[src/rtl/ec2_pkg.sv]
// Shared constants for the ec2 display path.
//   DIGITS     : number of multiplexed 7-segment digits
//   SEG_0..F   : active-low glyphs, bit order {g,f,e,d,c,b,a}
//   SEG_BLANK  : all segments off
package ec2_pkg;

    localparam int DIGITS = 4;

    localparam logic [6:0] SEG_0     = 7'b1000000;
    localparam logic [6:0] SEG_1     = 7'b1111001;
    localparam logic [6:0] SEG_2     = 7'b0100100;
    localparam logic [6:0] SEG_3     = 7'b0110000;
    localparam logic [6:0] SEG_4     = 7'b0011001;
    localparam logic [6:0] SEG_5     = 7'b0010010;
    localparam logic [6:0] SEG_6     = 7'b0000010;
    localparam logic [6:0] SEG_7     = 7'b1111000;
    localparam logic [6:0] SEG_8     = 7'b0000000;
    localparam logic [6:0] SEG_9     = 7'b0010000;
    localparam logic [6:0] SEG_A     = 7'b0001000;
    localparam logic [6:0] SEG_B     = 7'b0000011;
    localparam logic [6:0] SEG_C     = 7'b1000110;
    localparam logic [6:0] SEG_D     = 7'b0100001;
    localparam logic [6:0] SEG_E     = 7'b0000110;
    localparam logic [6:0] SEG_F     = 7'b0001110;
    localparam logic [6:0] SEG_BLANK = 7'b1111111;

endpackage

[src/rtl/hex7seg.sv]
// Combinational hex-to-7-segment decoder.
//   hex : 4-bit nibble
//   seg : active-low segments {g,f,e,d,c,b,a}
module hex7seg
    import ec2_pkg::*;
(
    input  logic [3:0] hex,
    output logic [6:0] seg
);

    always_comb begin
        seg = SEG_BLANK;
        case (hex)
            4'h0: seg = SEG_0;
            4'h1: seg = SEG_1;
            4'h2: seg = SEG_2;
            4'h3: seg = SEG_3;
            4'h4: seg = SEG_4;
            4'h5: seg = SEG_5;
            4'h6: seg = SEG_6;
            4'h7: seg = SEG_7;
            4'h8: seg = SEG_8;
            4'h9: seg = SEG_9;
            4'hA: seg = SEG_A;
            4'hB: seg = SEG_B;
            4'hC: seg = SEG_C;
            4'hD: seg = SEG_D;
            4'hE: seg = SEG_E;
            4'hF: seg = SEG_F;
            default: seg = SEG_BLANK;
        endcase
    end

endmodule

[src/rtl/ec2_display.sv]
// Four-digit multiplexed hex display for the ec2 CPU result word.
// Data/Halt are snapshotted once per frame into shadow registers so a
// frame never shows a torn word; while the shadowed Halt is set the
// decimal points blink with a half-period of BLINK_DIV frames.
//   Clock  : system clock, rising edge
//   Reset  : asynchronous active-low reset
//   Data   : 16-bit word to display
//   Halt   : CPU halted flag
//   An     : digit enables, active-low, An[0] = rightmost
//   Seg    : segments {g,f,e,d,c,b,a}, active-low
//   Dp     : decimal point, active-low
//   Frame  : one-cycle pulse in the snapshot cycle
module ec2_display
    import ec2_pkg::*;
#(
    parameter int SCAN_DIV  = 50000,
    parameter int BLINK_DIV = 64,
    parameter int LZ_BLANK  = 1
) (
    input  logic              Clock,
    input  logic              Reset,
    input  logic [15:0]       Data,
    input  logic              Halt,
    output logic [DIGITS-1:0] An,
    output logic [6:0]        Seg,
    output logic              Dp,
    output logic              Frame
);

    localparam int CW = $clog2(SCAN_DIV);
    localparam int BW = (BLINK_DIV > 1) ? $clog2(BLINK_DIV) : 1;
    localparam logic [CW-1:0] SCAN_TC  = CW'(SCAN_DIV - 1);
    localparam logic [BW-1:0] BLINK_TC = BW'(BLINK_DIV - 1);

    logic [CW-1:0] scan_cnt;
    logic [1:0]    idx;
    logic [15:0]   sh_data;
    logic          sh_halt;
    logic [BW-1:0] blink_cnt;
    logic          phase;

    logic          tc;
    logic          snap;
    logic [3:0]    nib;
    logic [15:0]   upper;
    logic          blank;
    logic [6:0]    glyph;
    logic [DIGITS-1:0] an_nxt;
    logic [6:0]    seg_nxt;
    logic          dp_nxt;

    assign tc    = (scan_cnt == SCAN_TC);
    // scan_cnt is 0 throughout reset, so no snapshot can leak out of it
    assign snap  = tc && (idx == 2'd3);
    assign Frame = snap;

    always_comb begin
        nib     = sh_data[{idx, 2'b00} +: 4];
        // nibbles idx..3 of the shadow word; all zero means a leading zero
        upper   = sh_data >> {idx, 2'b00};
        blank   = (LZ_BLANK != 0) && (idx != 2'd0) && (upper == 16'h0000);
        an_nxt  = ~(DIGITS'(1) << idx);
        seg_nxt = blank ? SEG_BLANK : glyph;
        dp_nxt  = ~(sh_halt & phase);
    end

    hex7seg u_hex7seg (
        .hex (nib),
        .seg (glyph)
    );

    always_ff @(posedge Clock or negedge Reset) begin
        if (!Reset) begin
            scan_cnt <= '0;
            idx      <= 2'd0;
        end else if (tc) begin
            scan_cnt <= '0;
            idx      <= idx + 2'd1;
        end else begin
            scan_cnt <= scan_cnt + CW'(1);
        end
    end

    always_ff @(posedge Clock or negedge Reset) begin
        if (!Reset) begin
            sh_data <= 16'h0000;
            sh_halt <= 1'b0;
        end else if (snap) begin
            sh_data <= Data;
            sh_halt <= Halt;
        end
    end

    // Blink state counts only frames already shown as halted, so a
    // freshly captured Halt always begins with the phase at 0.
    always_ff @(posedge Clock or negedge Reset) begin
        if (!Reset) begin
            blink_cnt <= '0;
            phase     <= 1'b0;
        end else if (!sh_halt) begin
            blink_cnt <= '0;
            phase     <= 1'b0;
        end else if (snap) begin
            if (blink_cnt == BLINK_TC) begin
                blink_cnt <= '0;
                phase     <= ~phase;
            end else begin
                blink_cnt <= blink_cnt + BW'(1);
            end
        end
    end

    always_ff @(posedge Clock or negedge Reset) begin
        if (!Reset) begin
            An  <= '1;
            Seg <= SEG_BLANK;
            Dp  <= 1'b1;
        end else begin
            An  <= an_nxt;
            Seg <= seg_nxt;
            Dp  <= dp_nxt;
        end
    end

endmodule

[config.mk]
export PLATFORM = sky130hd
export DESIGN_NAME = ec2_display
export DESIGN_NICKNAME = d
export VERILOG_FILES = /design/src/rtl/ec2_pkg.sv /design/src/rtl/hex7seg.sv /design/src/rtl/ec2_display.sv
export SDC_FILE = /design/constraint.sdc
export NUM_CORES = 1
export LEC_CHECK = 0
export ABC_CLOCK_PERIOD_IN_PS = 2100
export CELL_PAD_IN_SITES_DETAIL_PLACEMENT = 0
export CELL_PAD_IN_SITES_GLOBAL_PLACEMENT = 1
export CORE_MARGIN = 2
export CORE_UTILIZATION = 41
export DETAILED_ROUTE_END_ITERATION = 10
export PLACE_DENSITY = 0.86
export SLEW_MARGIN = 20
export SYNTH_ARGS = -nofsm -noshare
export SYNTH_HDL_FRONTEND = slang
export SYNTH_SLANG_ARGS = --single-unit
[constraint.sdc]
create_clock -name Clock -period 2.1 [get_ports Clock]
set_input_delay 0.63 -clock Clock [delete_from_list [all_inputs] [get_ports Clock]]
set_output_delay 0.63 -clock Clock [all_outputs]
set_load 0.005 [all_outputs]
# Word level (Yosys, flattened, before mapping)
# Memory sizes are Yosys's and may differ from the RTL's.
# Index checks and enable logic that the tools add are counted.
dict set report word_totals {
  n_memories 1
  word_cells 38
  reg_bits 54
  romBits 112
}
# memory depth word_bits rd rd_clocked_by_memory_dff write_ports line
set memory_table {}
lappend memory_table {{(name not given)} 16 7 1 0 0 hex7seg.sv:13} ;# case (hex)
dict set report op_classes {
  eq_ne 5
  bitwise 4
  add_sub_neg 3
  shifts 3
  mux 8
  n_reduce_logical 5
}
# op count
set ops {}
lappend ops {{6-bit 2-to-1 mux} 3}
lappend ops {{16-bit by 1-bit adder with 16-bit output (second input constant)} 1}
lappend ops {{16-bit == test (second input constant)} 1}
lappend ops {{16-bit logical NOT} 1}
lappend ops {{16-bit 2-to-1 mux} 1}
lappend ops {{16-bit by 5-bit variable part select with 4-bit output} 1}
lappend ops {{16-bit by 4-bit right shift with 16-bit output} 1}
lappend ops {{7-bit 2-to-1 mux} 1}
lappend ops {{6-bit by 1-bit adder with 6-bit output (second input constant)} 1}
lappend ops {{6-bit == test (second input constant)} 1}
lappend ops {{4-bit inverter} 1}
lappend ops {{1-bit by 2-bit left shift with 4-bit output (first input constant)} 1}
lappend ops {{1-bit 2-to-1 mux} 3}
lappend ops {{2-bit by 1-bit adder with 2-bit output (second input constant)} 1}
lappend ops {{2-bit == test (second input constant)} 1}
lappend ops {{1-bit logical AND} 2}
lappend ops {{2-bit by 1-bit != test with 1-bit output (second input constant)} 1}
lappend ops {{2-bit != test (second input constant)} 1}
lappend ops {{1-bit inverter} 2}
lappend ops {{2-bit AND reduction} 1}
lappend ops {{2-bit nonzero test} 1}
lappend ops {{1-bit bitwise AND} 1}

# Longest topological paths before layout
dict set report logic_depth {
  depth_word 4
  depth_mapped 8
  mapped_depth_nobuf 7
}

# Cells and area by module
# A second synthesis with hierarchy kept.
dict set report unflattened {
  hier_cells 266
  area_unflattened_um2 2717.6
}
# mod n_inst cells_per_inst area_per_inst_um2 seq_area_each_um2
set by_module_without_submodules {}
lappend by_module_without_submodules {ec2_display 1 234 2442.3 1366.3}
lappend by_module_without_submodules {hex7seg 1 32 275.3 0.0}

# Worst setup path before layout
# OpenSTA, ideal clock, no wires.
dict set report synth_timing {
  kind {register to register}
  startpoint {reg idx[0]}
  endpoint {reg Seg[0]}
  t_arrival_ps 2184
  path_slack_ps -168
  path_stages_with_launch 9
  cell_sequence {dfrtp_1 -> buf_6 -> mux4_2 -> inv_1 -> ha_1 -> inv_1 -> or4_1 -> a211o_1 -> o2111ai_1}
}
dict set report synth_via {
  elab_chain_len 4
}
# item line
set synth_lines {}
lappend synth_lines {{start, declared} ec2_display.sv:36} ;# logic [1:0] idx;
lappend synth_lines {{start signal, assigned} ec2_display.sv:78} ;# idx <= idx + 2'd1;
lappend synth_lines {{branches (longest 3 deep; another with memory read 16 x 7 bit)} -}
lappend synth_lines {{7-bit 2-to-1 mux (*)} ec2_display.sv:63} ;# seg_nxt = blank ? SEG_BLANK : glyph;
lappend synth_lines {{via seg_nxt[0]} ec2_display.sv:49} ;# logic [6:0] seg_nxt;
lappend synth_lines {{end signal, assigned} ec2_display.sv:120} ;# Seg <= seg_nxt;
lappend synth_lines {{end, declared} ec2_display.sv:25} ;# output logic [6:0] Seg,
# Mark *: on every way through the listed nets, which the timed path passes.
# A chain may end at the register's enable or synchronous reset.

# Worst setup path in the final report
dict set report layout_timing {
  startpoint {reg scan_cnt[11]}
  endpoint {out Frame}
}
dict set report layout_via {
  elab_chain_len 2
}
# item line
set layout_lines {}
lappend layout_lines {{start, declared} ec2_display.sv:35} ;# logic [CW-1:0] scan_cnt;
lappend layout_lines {{start signal, assigned} ec2_display.sv:80} ;# scan_cnt <= scan_cnt + CW'(1);
lappend layout_lines {{16-bit == test} ec2_display.sv:52} ;# assign tc = (scan_cnt == SCAN_TC);
lappend layout_lines {{1-bit logical AND} ec2_display.sv:54} ;# assign snap = tc && (idx == 2'd3);
lappend layout_lines {{end, declared} ec2_display.sv:27} ;# output logic Frame
# No other way between the ends.

==> flow_metrics.py <==
metrics = {
    "logic_synthesis": {
        "synth_area_mm2": 0.00279,
        "yosysTopAreaCell": "dfrtp_1",
        "yosysWarnings": 0,
        "synth_cell_types": 47,
        "synth-main-ff-cell": "dfrtp_1",
        "synth-seq-cells": 54,
        "netlist_instances": 231,
        "syn_avg_cell_area_um2": 12.1,
        "synth.net_count": 262,
        "synthTopCellsByArea": "dfrtp_1 (38%), dfstp_2 (11%), ha_1 (5.4%), mux4_2 (4.0%), mux2_4 (3.8%)",
        "synthArstFlopShare_pct": 100,
        "yosysSeqAreaShare_pct": 49.0,
        "synth_edf_count": 0,
        "synth_top_area_share_pct": 37.7,
    },
    "critical_path": {
        "crit_buf_inv": 1,
        "ff2ff_setup_slack_ps": -10,
        "cp_max_fo": 2,
        "worstReg2RegEnd": "Seg[5]",
        "reg2regPathDepth": 7,
        "slowest_delay_ps": 540,
        "cp.arrival_ps": 1550,
        "start_kind": "register",
        "slowest_stage": "or4b_4",
        "cp_cell_sequence": "or4b_4 -> nor4_2 -> buf_2",
        "reg2reg_from": "idx[0]",
        "required_ps": 1470,
        "cp_top_family": "simple AND/OR/NAND/NOR gates",
        "crit_type": "register to output pin",
        "end_kind": "output pin",
    },
    "timing": {
        "whs_ps": 305,
        "finalSetupViolations": 4,
        "final.min_clock_period_ps": 2180,
        "fin_crit_sh_pct": 104,
        "worstMarginPinSlew_ps": 572,
        "hold_viol": 0,
        "setup_ws_ps": -83.5,
        "finalMaxSlewViolations": 0,
        "slew-limit-headroom_pct": 61.9,
        "rsz0062_at_grt": "true",
        "finalSetupTns_ps": -101,
        "skew_ps": 4.49,
        "clock.fmax_mhz": 458,
    },
    "cells_and_area": {
        "layout-drive-gt1-share_pct": 36.1,
        "areaGrowthSynthToFinish_pct": 32.3,
        "fin_util_pct": 55.2,
        "layout_common_cells": "buf_4 (44), dfrtp_1 (41), clkdlybuf4s50_1 (29)",
        "final_common_cell": "buf_4",
        "antenna_cells": 0,
        "final_nets": 340,
    },
    "run_status": {
        "violations": "negative setup slack",
        "status": "complete, but fails checks",
    },
    "detailed_routing": {
        "antenna_left": 0,
        "wire_per_inst_um": 14.0,
        "dr.pass1.iters": 4,
        "drt-initial-drc-count": 96,
        "drcViolationCount": 0,
        "routed_wl_um": 5440,
        "vias": 2051,
        "vias_per_cell": 5.26,
    },
    "pwr": {
        "p_sw_mw": 0.365,
        "switching_share_pct": 20.3,
        "p_leak_nw": 1.70,
        "pwr-share-comb_pct": 3.2,
        "ir_drop_v": 0.000318,
        "pwr-share-seq_pct": 58.0,
        "power_density_mw_per_mm2": 487,
        "clockPowerShare_pct": 38.8,
        "p_int_mw": 1.43,
    },
    "cts": {
        "clockBufferDepth": 2,
        "clk_pin_slew_ps": 100,
        "insertion_delay_ps": 310,
        "tritoncts.num_buffers": 5,
        "cts_hold_buf": 0,
        "cts_root_buf": "clkbuf_8",
        "cts_tree": "done",
        "cts_sinks": 54,
        "htreeDepth": 2,
    },
    "floorplanning": {
        "die_h_um": 86.5,
        "die_x_um": 86.5,
        "core-area_mm2": 0.00668,
        "rows": 30,
        "num_io_pins": 32,
        "initial_core_util_pct": 41.7,
        "dieArea_mm2": 0.00747,
    },
    "placed_design": {
        "portBuffers": 31,
        "gp_congestion": 0.810,
        "dpl.hpwl_um": 4040,
    },
    "run": {
        "maxCapViolations": 0,
    },
    "worst_hold_path": {
        "hold_class": "primary input to async pin",
    },
    "global_routing": {
        "grt_pass1_wl_um": 9270,
        "antenna_found_initial": 0,
        "grt_max_degree": 26,
        "grt_usage_pct": 15.7,
        "first_global_vias": 1992,
        "grt-ovfl-total": 0,
    },
}
-- worst reg2reg max path: cells and delay by family (launching register included) --
| family | cells | cell delay, ps |
|---|---|---|
| fa+ha+maj | 1 | 130 |
| flops | 1 | 410 |
| compound gates | 1 | 330 |
| simple gates | 2 | 510 |
| buf+inv | 2 | 130 |
| mux | 1 | 540 |
-- flip-flops by register name (all words and copies together), names as in the netlist --
signal / count
Seg: 7
sh_data: 16
phase: 1
sh_halt: 1
scan_cnt: 16
Dp: 1
idx: 2
blink_cnt: 6
An: 4
-- stage by stage --
stage	total power [mW]	worst slack [ps]	cells	instance area, µm²
floorplan	1.06	-89.1	231	2800
global placement	1.12	-262	373	3440
detailed placement	1.12	-305	373	3440
CTS	1.82	-194	386	3640
global route	1.86	-105	390	3690
finish	1.79	-83.5	390	3690
-- power by group through the flow --
stage	logic, mW	clock network (mW)	registers, mW
after floorplan	0.000466	0	1.06
after global placement	0.0594	0	1.06
after detailed placement	0.0599	0	1.06
after CTS	0.0600	0.720	1.04
after global routing	0.0640	0.757	1.04
final	0.0577	0.696	1.04
-- routing by layer --
metal  vias up  global-route usage [%]  part of all wire [%]
met5         -                       0                     0
li1        984                       -                     -
met2        41                    23.9                    47
met1      1017                    22.3                    49
met4         0                    6.11                   1.7
met3         9                    2.86                   3.1
-- Yosys cell counts (3+ instances only) --
cell type and instances:
a21oi_1 6, and3_1 4, buf_2 3, dfrtp_1 42, dfstp_2 12, ha_1 12
inv_1 12, mux2_2 9, mux2_4 7, mux2i_1 5, mux4_2 5, nand2_1 13
nand2b_1 6, nand3_1 16, nand4_1 5, nor2_1 9, nor3_1 3, nor4_1 5
o21ai_0 8, o221ai_1 3, xnor2_1 11, xor2_1 5
-- final cells by class --
class                      instances  area (µm²)
multi-input combinational        157        1380
timing repair buffer              78         682
inverter                          13        48.8
fill                             582        2990
tap                               80         100
clock inverter                     2        37.5
sequential                        54        1370
clock buffer                       6        72.6
-- worst max path at each step --
stage | start | to | slack, ps | cells after the start
2_1_floorplan | idx[0] | Seg[0] | -90 | 8
3_3_place_gp | scan_cnt[7] | Frame | -260 | 3
3_5_place_dp | scan_cnt[7] | Frame | -310 | 3
4_1_cts | scan_cnt[11] | Frame | -190 | 3
5_1_grt | scan_cnt[11] | Frame | -100 | 3
6_report | scan_cnt[11] | Frame | -80 | 3
-- repair_timing --
action                     4_1_cts  5_1_grt
setup endpoints to repair        8       16
gates resized for setup         16        2
pin swaps                        5        3
setup buffers                    5        4
-- cells by family (layout without fill, tap and decap cells) --
kind of cell / Yosys count / after routing / synth area share (%)
mux: 26 / 26 / 13.2
flops: 54 / 54 / 49.0
fa+ha+maj: 12 / 12 / 5.39
buf+inv: 20 / 99 / 3.99
xor+xnor: 16 / 16 / 5.03
simple gates: 77 / 77 / 17.1
compound gates: 26 / 26 / 6.24
(Power assumes the default switching activity.)
